**src/rtl/alu_seq_pkg.sv**
```systemverilog
`default_nettype none
// ============================================================================
// Module      : alu_seq_pkg
// Description : Shared op encodings and controller state type for the
//               sequential ALU (alu_seq_n) and its multiplier.
// Revision    : 1.0 - initial release
// ============================================================================
package alu_seq_pkg;

    // The first four ops are the legacy 2-bit encodings with op[2] = 0
    localparam logic [2:0] OP_ADD = 3'b000;
    localparam logic [2:0] OP_OR  = 3'b001;
    localparam logic [2:0] OP_SUB = 3'b010;
    localparam logic [2:0] OP_XOR = 3'b011;
    localparam logic [2:0] OP_AND = 3'b100;
    localparam logic [2:0] OP_SHL = 3'b101;
    localparam logic [2:0] OP_SHR = 3'b110;
    localparam logic [2:0] OP_MUL = 3'b111;

    typedef enum logic [0:0] {
        S_IDLE = 1'b0,
        S_MUL  = 1'b1
    } state_t;

endpackage
`default_nettype wire

```
**src/rtl/alu_seq_n_if.sv**
```systemverilog
`default_nettype none
// ============================================================================
// Module      : alu_seq_n_if
// Description : Operand/op input handshake and result/flag bus of the
//               sequential ALU. master = operand source, slave = ALU.
// Revision    : 1.0 - initial release
// ============================================================================
interface alu_seq_n_if #(
    parameter int N = 4
);
    logic         in_valid;
    logic         in_ready;
    logic [N-1:0] a;
    logic [N-1:0] b;
    logic [2:0]   op;
    logic         out_valid;
    logic [N-1:0] result;
    logic [N-1:0] result_hi;
    logic         carry;
    logic         zero;
    logic         ovf;
    logic         err;

    modport master (
        output in_valid, a, b, op,
        input  in_ready, out_valid, result, result_hi, carry, zero, ovf, err
    );

    modport slave (
        input  in_valid, a, b, op,
        output in_ready, out_valid, result, result_hi, carry, zero, ovf, err
    );
endinterface
`default_nettype wire

```
**src/rtl/alu_shift_add_mul.sv**
```systemverilog
`default_nettype none
// ============================================================================
// Module      : alu_shift_add_mul
// Description : Unsigned N x N shift-add multiplier. start loads the operands;
//               each later edge performs one iteration. done is asserted in
//               the cycle of the final iteration, with product already showing
//               the completed 2N-bit result so the caller can register it on
//               that same edge (N edges after start).
// Revision    : 1.0 - initial release
// ============================================================================
module alu_shift_add_mul #(
    parameter int N = 4
) (
    input  wire logic           clk,
    input  wire logic           rst,
    input  wire logic           start,
    input  wire logic [N-1:0]   a,
    input  wire logic [N-1:0]   b,
    output logic      [2*N-1:0] product,
    output logic                done
);
    localparam int CW = $clog2(N + 1);

    logic [2*N-1:0] r_mcand;
    logic [2*N-1:0] r_acc;
    logic [N-1:0]   r_mplier;
    logic [CW-1:0]  r_cnt;
    logic           r_busy;
    logic [2*N-1:0] w_acc_next;

    assign w_acc_next = r_acc + (r_mplier[0] ? r_mcand : '0);
    assign product    = w_acc_next;
    assign done       = r_busy && (r_cnt == CW'(1));

    // Operand capture on start, then one shift-add step per edge
    always_ff @(posedge clk) begin
        if (rst) begin
            r_mcand  <= '0;
            r_acc    <= '0;
            r_mplier <= '0;
            r_cnt    <= '0;
            r_busy   <= 1'b0;
        end else if (start) begin
            r_mcand  <= {{N{1'b0}}, a};
            r_mplier <= b;
            r_acc    <= '0;
            r_cnt    <= CW'(N);
            r_busy   <= 1'b1;
        end else if (r_busy) begin
            r_acc    <= w_acc_next;
            r_mcand  <= r_mcand << 1;
            r_mplier <= r_mplier >> 1;
            r_cnt    <= r_cnt - CW'(1);
            if (r_cnt == CW'(1)) begin
                r_busy <= 1'b0;
            end
        end
    end

endmodule
`default_nettype wire

```
**src/rtl/alu_seq_n.sv**
```systemverilog
`default_nettype none
// ============================================================================
// Module      : alu_seq_n
// Description : Registered N-bit, 8-op ALU with valid/ready input handshake
//               and carry/zero/ovf/err flags. Ops 000-110 complete with
//               latency 1; MUL uses a multi-cycle shift-add multiplier.
//               Build option ALU_MUL_EN: when defined, the multiplier and its
//               controller state are built; when undefined, op 111 completes
//               in one cycle with err=1 and a zero result.
// Revision    : 1.0 - initial release
// ============================================================================
module alu_seq_n
    import alu_seq_pkg::*;
#(
    parameter int N = 4
) (
    input wire logic    clk,
    input wire logic    rst,
    alu_seq_n_if.slave  bus
);
    logic         w_accept;
    logic         w_fire;
    logic [N:0]   w_sum;
    logic [N-1:0] w_res;
    logic [N-1:0] w_hi;
    logic         w_carry;
    logic         w_ovf;
    logic         w_err;

    assign w_accept = bus.in_valid && bus.in_ready;

`ifdef ALU_MUL_EN
    state_t         r_state;
    state_t         w_state_next;
    logic           w_mul_start;
    logic           w_mul_done;
    logic [2*N-1:0] w_prod;

    // Controller state register
    always_ff @(posedge clk) begin
        if (rst) begin
            r_state <= S_IDLE;
        end else begin
            r_state <= w_state_next;
        end
    end

    // Controller next state: stay busy until the multiplier finishes
    always_comb begin
        w_state_next = r_state;
        w_mul_start  = 1'b0;
        case (r_state)
            S_IDLE: begin
                if (w_accept && (bus.op == OP_MUL)) begin
                    w_mul_start  = 1'b1;
                    w_state_next = S_MUL;
                end
            end
            S_MUL: begin
                if (w_mul_done) begin
                    w_state_next = S_IDLE;
                end
            end
            default: w_state_next = S_IDLE;
        endcase
    end

    assign bus.in_ready = (r_state == S_IDLE);

    alu_shift_add_mul #(
        .N (N)
    ) u_mul (
        .clk     (clk),
        .rst     (rst),
        .start   (w_mul_start),
        .a       (bus.a),
        .b       (bus.b),
        .product (w_prod),
        .done    (w_mul_done)
    );
`else
    assign bus.in_ready = 1'b1;
`endif

    // Next result/flags: single-cycle ops from the inputs, MUL from the multiplier
    always_comb begin
        w_sum   = '0;
        w_res   = '0;
        w_hi    = '0;
        w_carry = 1'b0;
        w_ovf   = 1'b0;
        w_err   = 1'b0;
        case (bus.op)
            OP_ADD: begin
                w_sum   = {1'b0, bus.a} + {1'b0, bus.b};
                w_res   = w_sum[N-1:0];
                w_carry = w_sum[N];
                w_ovf   = (bus.a[N-1] == bus.b[N-1]) && (w_res[N-1] != bus.a[N-1]);
            end
            OP_OR:  w_res = bus.a | bus.b;
            OP_SUB: begin
                w_res   = bus.a - bus.b;
                w_carry = (bus.a < bus.b);
                w_ovf   = (bus.a[N-1] != bus.b[N-1]) && (w_res[N-1] != bus.a[N-1]);
            end
            OP_XOR: w_res = bus.a ^ bus.b;
            OP_AND: w_res = bus.a & bus.b;
            // Shift amounts of N or more flush every bit out
            OP_SHL: w_res = (bus.b >= N'(N)) ? '0 : (bus.a << bus.b);
            OP_SHR: w_res = (bus.b >= N'(N)) ? '0 : (bus.a >> bus.b);
            OP_MUL: begin
`ifndef ALU_MUL_EN
                w_err = 1'b1;
`endif
            end
            default: w_err = 1'b0;
        endcase

        w_fire = w_accept;
`ifdef ALU_MUL_EN
        w_fire = (w_accept && (bus.op != OP_MUL)) || w_mul_done;
        if (w_mul_done) begin
            w_res   = w_prod[N-1:0];
            w_hi    = w_prod[2*N-1:N];
            w_carry = 1'b0;
            w_ovf   = |w_prod[2*N-1:N];
            w_err   = 1'b0;
        end
`endif
    end

    // Output registers: update on completion, otherwise hold
    always_ff @(posedge clk) begin
        if (rst) begin
            bus.out_valid <= 1'b0;
            bus.result    <= '0;
            bus.result_hi <= '0;
            bus.carry     <= 1'b0;
            bus.zero      <= 1'b0;
            bus.ovf       <= 1'b0;
            bus.err       <= 1'b0;
        end else begin
            bus.out_valid <= w_fire;
            if (w_fire) begin
                bus.result    <= w_res;
                bus.result_hi <= w_hi;
                bus.carry     <= w_carry;
                bus.zero      <= ({w_hi, w_res} == '0);
                bus.ovf       <= w_ovf;
                bus.err       <= w_err;
            end
        end
    end

endmodule
`default_nettype wire

```
**src/flat_wrapper.sv**
```systemverilog
// flat-port wrapper written by rule: the top's interface ports become plain ports
module alu_seq_n_flat import alu_seq_pkg::*;
#(
    parameter int N = 4
)
  (clk, rst, bus_in_valid, bus_a, bus_b, bus_op, bus_in_ready, bus_out_valid, bus_result, bus_result_hi, bus_carry, bus_zero, bus_ovf, bus_err);
  alu_seq_n_if #(.N(N)) bus_i ();
  input wire logic clk;
  input wire logic rst;
  input wire logic [$bits(bus_i.in_valid)-1:0] bus_in_valid;
  input wire logic [$bits(bus_i.a)-1:0] bus_a;
  input wire logic [$bits(bus_i.b)-1:0] bus_b;
  input wire logic [$bits(bus_i.op)-1:0] bus_op;
  output wire logic [$bits(bus_i.in_ready)-1:0] bus_in_ready;
  output wire logic [$bits(bus_i.out_valid)-1:0] bus_out_valid;
  output wire logic [$bits(bus_i.result)-1:0] bus_result;
  output wire logic [$bits(bus_i.result_hi)-1:0] bus_result_hi;
  output wire logic [$bits(bus_i.carry)-1:0] bus_carry;
  output wire logic [$bits(bus_i.zero)-1:0] bus_zero;
  output wire logic [$bits(bus_i.ovf)-1:0] bus_ovf;
  output wire logic [$bits(bus_i.err)-1:0] bus_err;
  assign bus_i.in_valid = bus_in_valid;
  assign bus_i.a = bus_a;
  assign bus_i.b = bus_b;
  assign bus_i.op = bus_op;
  assign bus_in_ready = bus_i.in_ready;
  assign bus_out_valid = bus_i.out_valid;
  assign bus_result = bus_i.result;
  assign bus_result_hi = bus_i.result_hi;
  assign bus_carry = bus_i.carry;
  assign bus_zero = bus_i.zero;
  assign bus_ovf = bus_i.ovf;
  assign bus_err = bus_i.err;
  alu_seq_n #(.N(N)) u_core (.clk(clk), .rst(rst), .bus(bus_i));
endmodule
```
**config.mk**
```make
export PLATFORM = sky130hd
export DESIGN_NAME = alu_seq_n_flat
export DESIGN_NICKNAME = d
export VERILOG_FILES = /design/src/rtl/alu_seq_pkg.sv /design/src/rtl/alu_seq_n_if.sv /design/src/rtl/alu_shift_add_mul.sv /design/src/rtl/alu_seq_n.sv /design/src/flat_wrapper.sv
export SDC_FILE = /design/constraint.sdc
export NUM_CORES = 1
export LEC_CHECK = 0
export BUFFER_PORTS_ARGS = -buffer_cell sky130_fd_sc_hd__buf_2
export CAP_MARGIN = 20
export CORE_MARGIN = 5
export CORE_UTILIZATION = 30
export DETAILED_ROUTE_END_ITERATION = 10
export GPL_ROUTABILITY_DRIVEN = 0
export GPL_TIMING_DRIVEN = 1
export PLACE_DENSITY = 0.51
export SLEW_MARGIN = 20
export SYNTH_ARGS = -nofsm -noshare
export SYNTH_HDL_FRONTEND = slang
export SYNTH_HIERARCHICAL = 1
export SYNTH_SLANG_ARGS = --single-unit
```
**constraint.sdc**
```tcl
create_clock -name clk -period 6.2 [get_ports clk]
set_clock_uncertainty 0.05 [all_clocks]
set_input_delay 0.93 -clock clk [delete_from_list [all_inputs] [get_ports clk]]
set_output_delay 0.93 -clock clk [all_outputs]
set_load 0.005 [all_outputs]
```
-- After elaboration in Yosys (flattened, before gate mapping)
Index checks and enable logic that the tools add are counted.
- $add $sub $neg: 2
- $mul: 0
- div/mod/pow operators: 0
- order comparisons: 2
- eq/ne operators: 11
- shift operators: 2
- multiplexer cells: 6
- bitwise logic cells: 3
- reduce and logical (&&, ||, !) cells: 4
- operators by type and width (kind ; count):
    $pmux W4 S7 ; 1
    $eq A3 B3 Y1 const B ; 4
    $logic_not A8 Y1 ; 1
    $mux W4 ; 2
    $eq A3 B2 Y1 const B ; 2
    $add A4 B4 Y5 ; 1
    $and A4 B4 Y4 ; 1
    $ge A4 B3 Y1 const B ; 1
    $lt A4 B4 Y1 ; 1
    $or A4 B4 Y4 ; 1
    $pmux W1 S2 ; 2
    $shl A4 B4 Y4 ; 1
    $shr A4 B4 Y4 ; 1
    $sub A4 B4 Y4 ; 1
    $xor A4 B4 Y4 ; 1
    $eq A3 B1 Y1 const B ; 1
    $logic_not A3 Y1 ; 1
    $ne A1 B1 Y1 ; 3
    $logic_and A1 B1 Y1 ; 2
    $eq A1 B1 Y1 ; 1
    $mux W1 ; 1
- bits in registers: 9
- latch bits: 0
- bits in writable memories: 0
- bits in read-only memories: 0
- input bits: 14
- output and inout bits: 14
- logic and storage cells: 36
- memories: 0

-- Logic depth before layout (Yosys ltp)
- word-level depth: 4
- mapped depth: 10
- gate-level depth less buffers: 10

-- Worst setup path after synthesis
No wires, ideal clock.
- path type: input to register
- from: input bus_b[1]
- to: register u_core.bus.zero
- library setup time: 0.117 ns
- data arrival time: 2.568 ns
- data required time: 6.033 ns
- path slack: 3.464 ns
- cell stages on the path: 9
- buffers on the path: 1
- cells stage by stage: buf_6 inv_1 fa_1 nor2b_1 a211oi_1 a31oi_1 o211a_1 and4_1 a32o_1
- longest elaborated chain between the ends: 4
- elaborated cells on any way between the ends: 12
- those cells by class: 2 x add/sub; 1 x order compare; 2 x shift; 3 x mux; 3 x bitwise; 1 x reduce/logical
- ends and longest elaborated chain (item ; line ; RTL):
    start: declaration ; flat_wrapper.sv:12 ; input wire logic [$bits(bus_i.b)-1:0] bus_b;
    $ge A4 B3 Y1, or another cell as far along ; alu_seq_n.sv:109, alu_seq_n.sv:110 ;
    $mux W4, on equally long branches ; alu_seq_n.sv:110, alu_seq_n.sv:109 ;
    $pmux W4 S7 (*) ; alu_seq_n.sv:93 ; case (bus.op)
    $logic_not A8 Y1 (*) ; alu_seq_n.sv:148 ; bus.zero <= ({w_hi, w_res} == '0);
    end signal: assignment ; alu_seq_n.sv:148 ;
    end: declaration ; alu_seq_n_if.sv:31 ; output in_ready, out_valid, result, result_hi, carry, zero, ovf, err
Mark *: on every way between the ends. The rest lies on a longest branch, timed or not.
A chain may end at the register's enable or synchronous reset.

-- Worst setup path in the final report
- from: input bus_b[0]
- to: register u_core.bus.zero
Same word-level chain as after synthesis.

==> flow_summary.yaml <==
worst_setup_path:
  endpoint_kind: "register"
  worst_path_max_delay_cell: "fa_1"
  worst_ep_arrival_time_ps: 2990
  worstPathRequired_ps: 6270
  crit_type: "input pin to register"
  crit_fanout: 14
  r2r_slack_ps: 5470
  max_stage_delay_ps: 430
  worst_setup_path_start_kind: "input pin"
  crit_chain: "buf_2 -> ha_1 -> inv_1 -> fa_1 -> nor2b_1 -> a211oi_1 -> a31oi_1 -> o211a_1 -> and4_1 -> a32o_1"
route:
  wl_met2_um: 1410
  drcViolationCount: 0
  first_pass_iters: 4
  vias: 1094
  wirelength_um: 2900
  wl_met3_um: 132
  avgRoutedWirePerCell_um: 13.5
  top_layer: "met4"
  viasPerCell: 5.09
  wl_met1_um: 1330
  ant_nets: 0
  drtIter0Drc: 85
power:
  p_comb_frac: 0.355
  clkPwrFrac: 0.336
  ir_worst_vdd_uv: 93.7
  seqPwrFrac: 0.310
  leakage_nw: 0.601
  power_switching_w: 0.0000676
  power.total_w: 0.000203
  switching_share: 0.333
  powerDensity_nw_per_um2: 157
  internal_power_w: 0.000135
cells_and_area:
  finish.instance_area_um2: 1290
  nets: 194
  area_delta_synth_final_pct: 8.39
  mostFrequentLayoutCell: "buf_2"
  drive_gt1_frac: 0.176
  nFillCells: 450
  instances_no_fill: 215
  fin_util: 0.330
  final_cell_mix: "22 x buf_2, 15 x inv_1, 15 x nor2_1, 12 x ha_1, 11 x nand2_1"
  n_antenna_cell: 0
clocking:
  clock_sinks: 9
  clock_latency_ps: 230
  htree_levels: 1
  cts_setup_buffers: 0
  tritoncts: "yes"
  postCtsResizedCells: 0
  cts_buffers: 3
  hold_buffers: 0
  cts_buffer_depth: 2
  cts.clk_slew.worst_paths_ps: 50
  root_buffer: "clkbuf_8"
die:
  core_um2: 3910
  ioPinCount: 28
  row_count: 23
  die-area_um2: 5340
  start_util: 0.305
  fp.dieW_um: 73.0
  fp.dieH_um: 73.0
synth:
  synthesis.area_um2: 1190
  ys.flop_type: "dfxtp_1"
  ys_types: 47
  synth_area_per_cell_um2: 7.95
  synthArstFlopShare: 0
  syn-instance-count: 150
  synth-edff-count: 0
  seq_area_frac_synth: 0.151
  ys_ff_latch: 9
  yosys_warnings: 6
flow_run:
  maxCapViolCount: 0
grt:
  grt_pass1_vias: 1092
  grt_max_degree: 21
  grt_overflow: 0
  antenna_found_initial: 0
  track_usage: 0.115
  grt_pass1_wl_um: 4940
sta:
  setup_viol: 0
  final.min_clock_period_ps: 2920
  tns_ps: 0
  max_freq_ghz: 0.343
  slew_viol_final: 0
  rsz0062_at_grt: "no"
  final_hold_viol_count: 0
  period_share: 0.470
placement:
  post-place-cells: 211
  dp.final_hpwl_um: 2290
  port_buffers: 22
  post_dp_cell_area_um2: 1250
worst_hold_path:
  min_path_type: "register to register"
status:
  status: "complete, no violations"
[sequential cells by signal, summed over array words and instances, names as in the netlist]
register              cells
u_core/bus.carry          1
u_core/bus.err            1
u_core/bus.out_valid      1
u_core/bus.ovf            1
u_core/bus.result         4
u_core/bus.zero           1
[power groups by stage]
stage | sequential [W] | combinational [W] | clock, W
6_report | 0.0000629 | 0.0000721 | 0.0000682
5_1_grt | 0.0000632 | 0.0000812 | 0.0000718
4_1_cts | 0.0000629 | 0.0000725 | 0.0000681
3_5_place_dp | 0.0000639 | 0.0000720 | 0
3_3_place_gp | 0.0000639 | 0.0000708 | 0
2_1_floorplan | 0.0000644 | 0.0000556 | 0
[routing by layer]
layer / up-vias / global-route usage
met5: - / 0
met2: 27 / 0.197
met3: 2 / 0.0220
met1: 509 / 0.151
li1: 556 / -
met4: 0 / 0.0205
[logic make-up (layout without fill, tap and decap cells)]
| family | after synthesis | after routing | share of synthesized area |
|---|---|---|---|
| and+or+nand+nor | 46 | 46 | 0.197 |
| AOI/OAI and AO/OA | 39 | 39 | 0.240 |
| buffers and inverters | 29 | 41 | 0.155 |
| adders and majority gates | 14 | 14 | 0.159 |
| DFF | 9 | 9 | 0.151 |
| muxes | 8 | 8 | 0.0682 |
| xor gates and xnor gates | 3 | 3 | 0.0220 |
| other | 2 | 5 | 0.00630 |
[metrics by stage]
stage	hold slack, ps	setup slack [ps]
final	417	3280
after detailed placement	407	3050
after global routing	454	3190
after CTS	419	3300
after floorplan	408	3460
after global placement	405	3100
[synthesized netlist by cell type, types with 3 or more instances]
library cell,instances,share of area
dfxtp_1,9,0.15
o21ai_0,5,0.021
a211oi_1,4,0.025
nand2_1,11,0.035
nor3_1,4,0.017
mux2i_1,7,0.059
clkbuf_8,5,0.058
clkbuf_1,3,0.0094
o22ai_1,3,0.016
a32o_1,3,0.025
nor2_1,15,0.047
inv_1,15,0.047
a21oi_1,9,0.038
ha_1,12,0.13
buf_4,5,0.031
[worst paths after layout]
kind	start	end	depth (start not counted)
worst max-delay path	bus_b[0]	u_core/bus.zero$_SDFFE_PP0P_	10
worst min-delay path	u_core/bus.err$_SDFFE_PP0P_	u_core/bus.err$_SDFFE_PP0P_	2
worst max register to register	u_core/bus.result[1]$_SDFFE_PP0P_	u_core/bus.result[1]$_SDFFE_PP0P_	2
worst min register to register	u_core/bus.err$_SDFFE_PP0P_	u_core/bus.err$_SDFFE_PP0P_	2
[layout make-up]
type	instances	area, um2	area share
Timing Repair Buffer	22	110	0.0852
Multi-Input combinational cell	115	838	0.649
Tap cell	50	62.6	0.0484
Sequential cell	9	180	0.139
Clock buffer	4	45.0	0.0348
Inverter	15	56.3	0.0436
[worst max-delay path: cells and delay by family]
family	cells	cell delay, ps
AOI/OAI and AO/OA	4	770
adders and majority gates	2	680
buffers and inverters	2	300
and+or+nand+nor	2	320
Power figures use the tool's default switching activity.
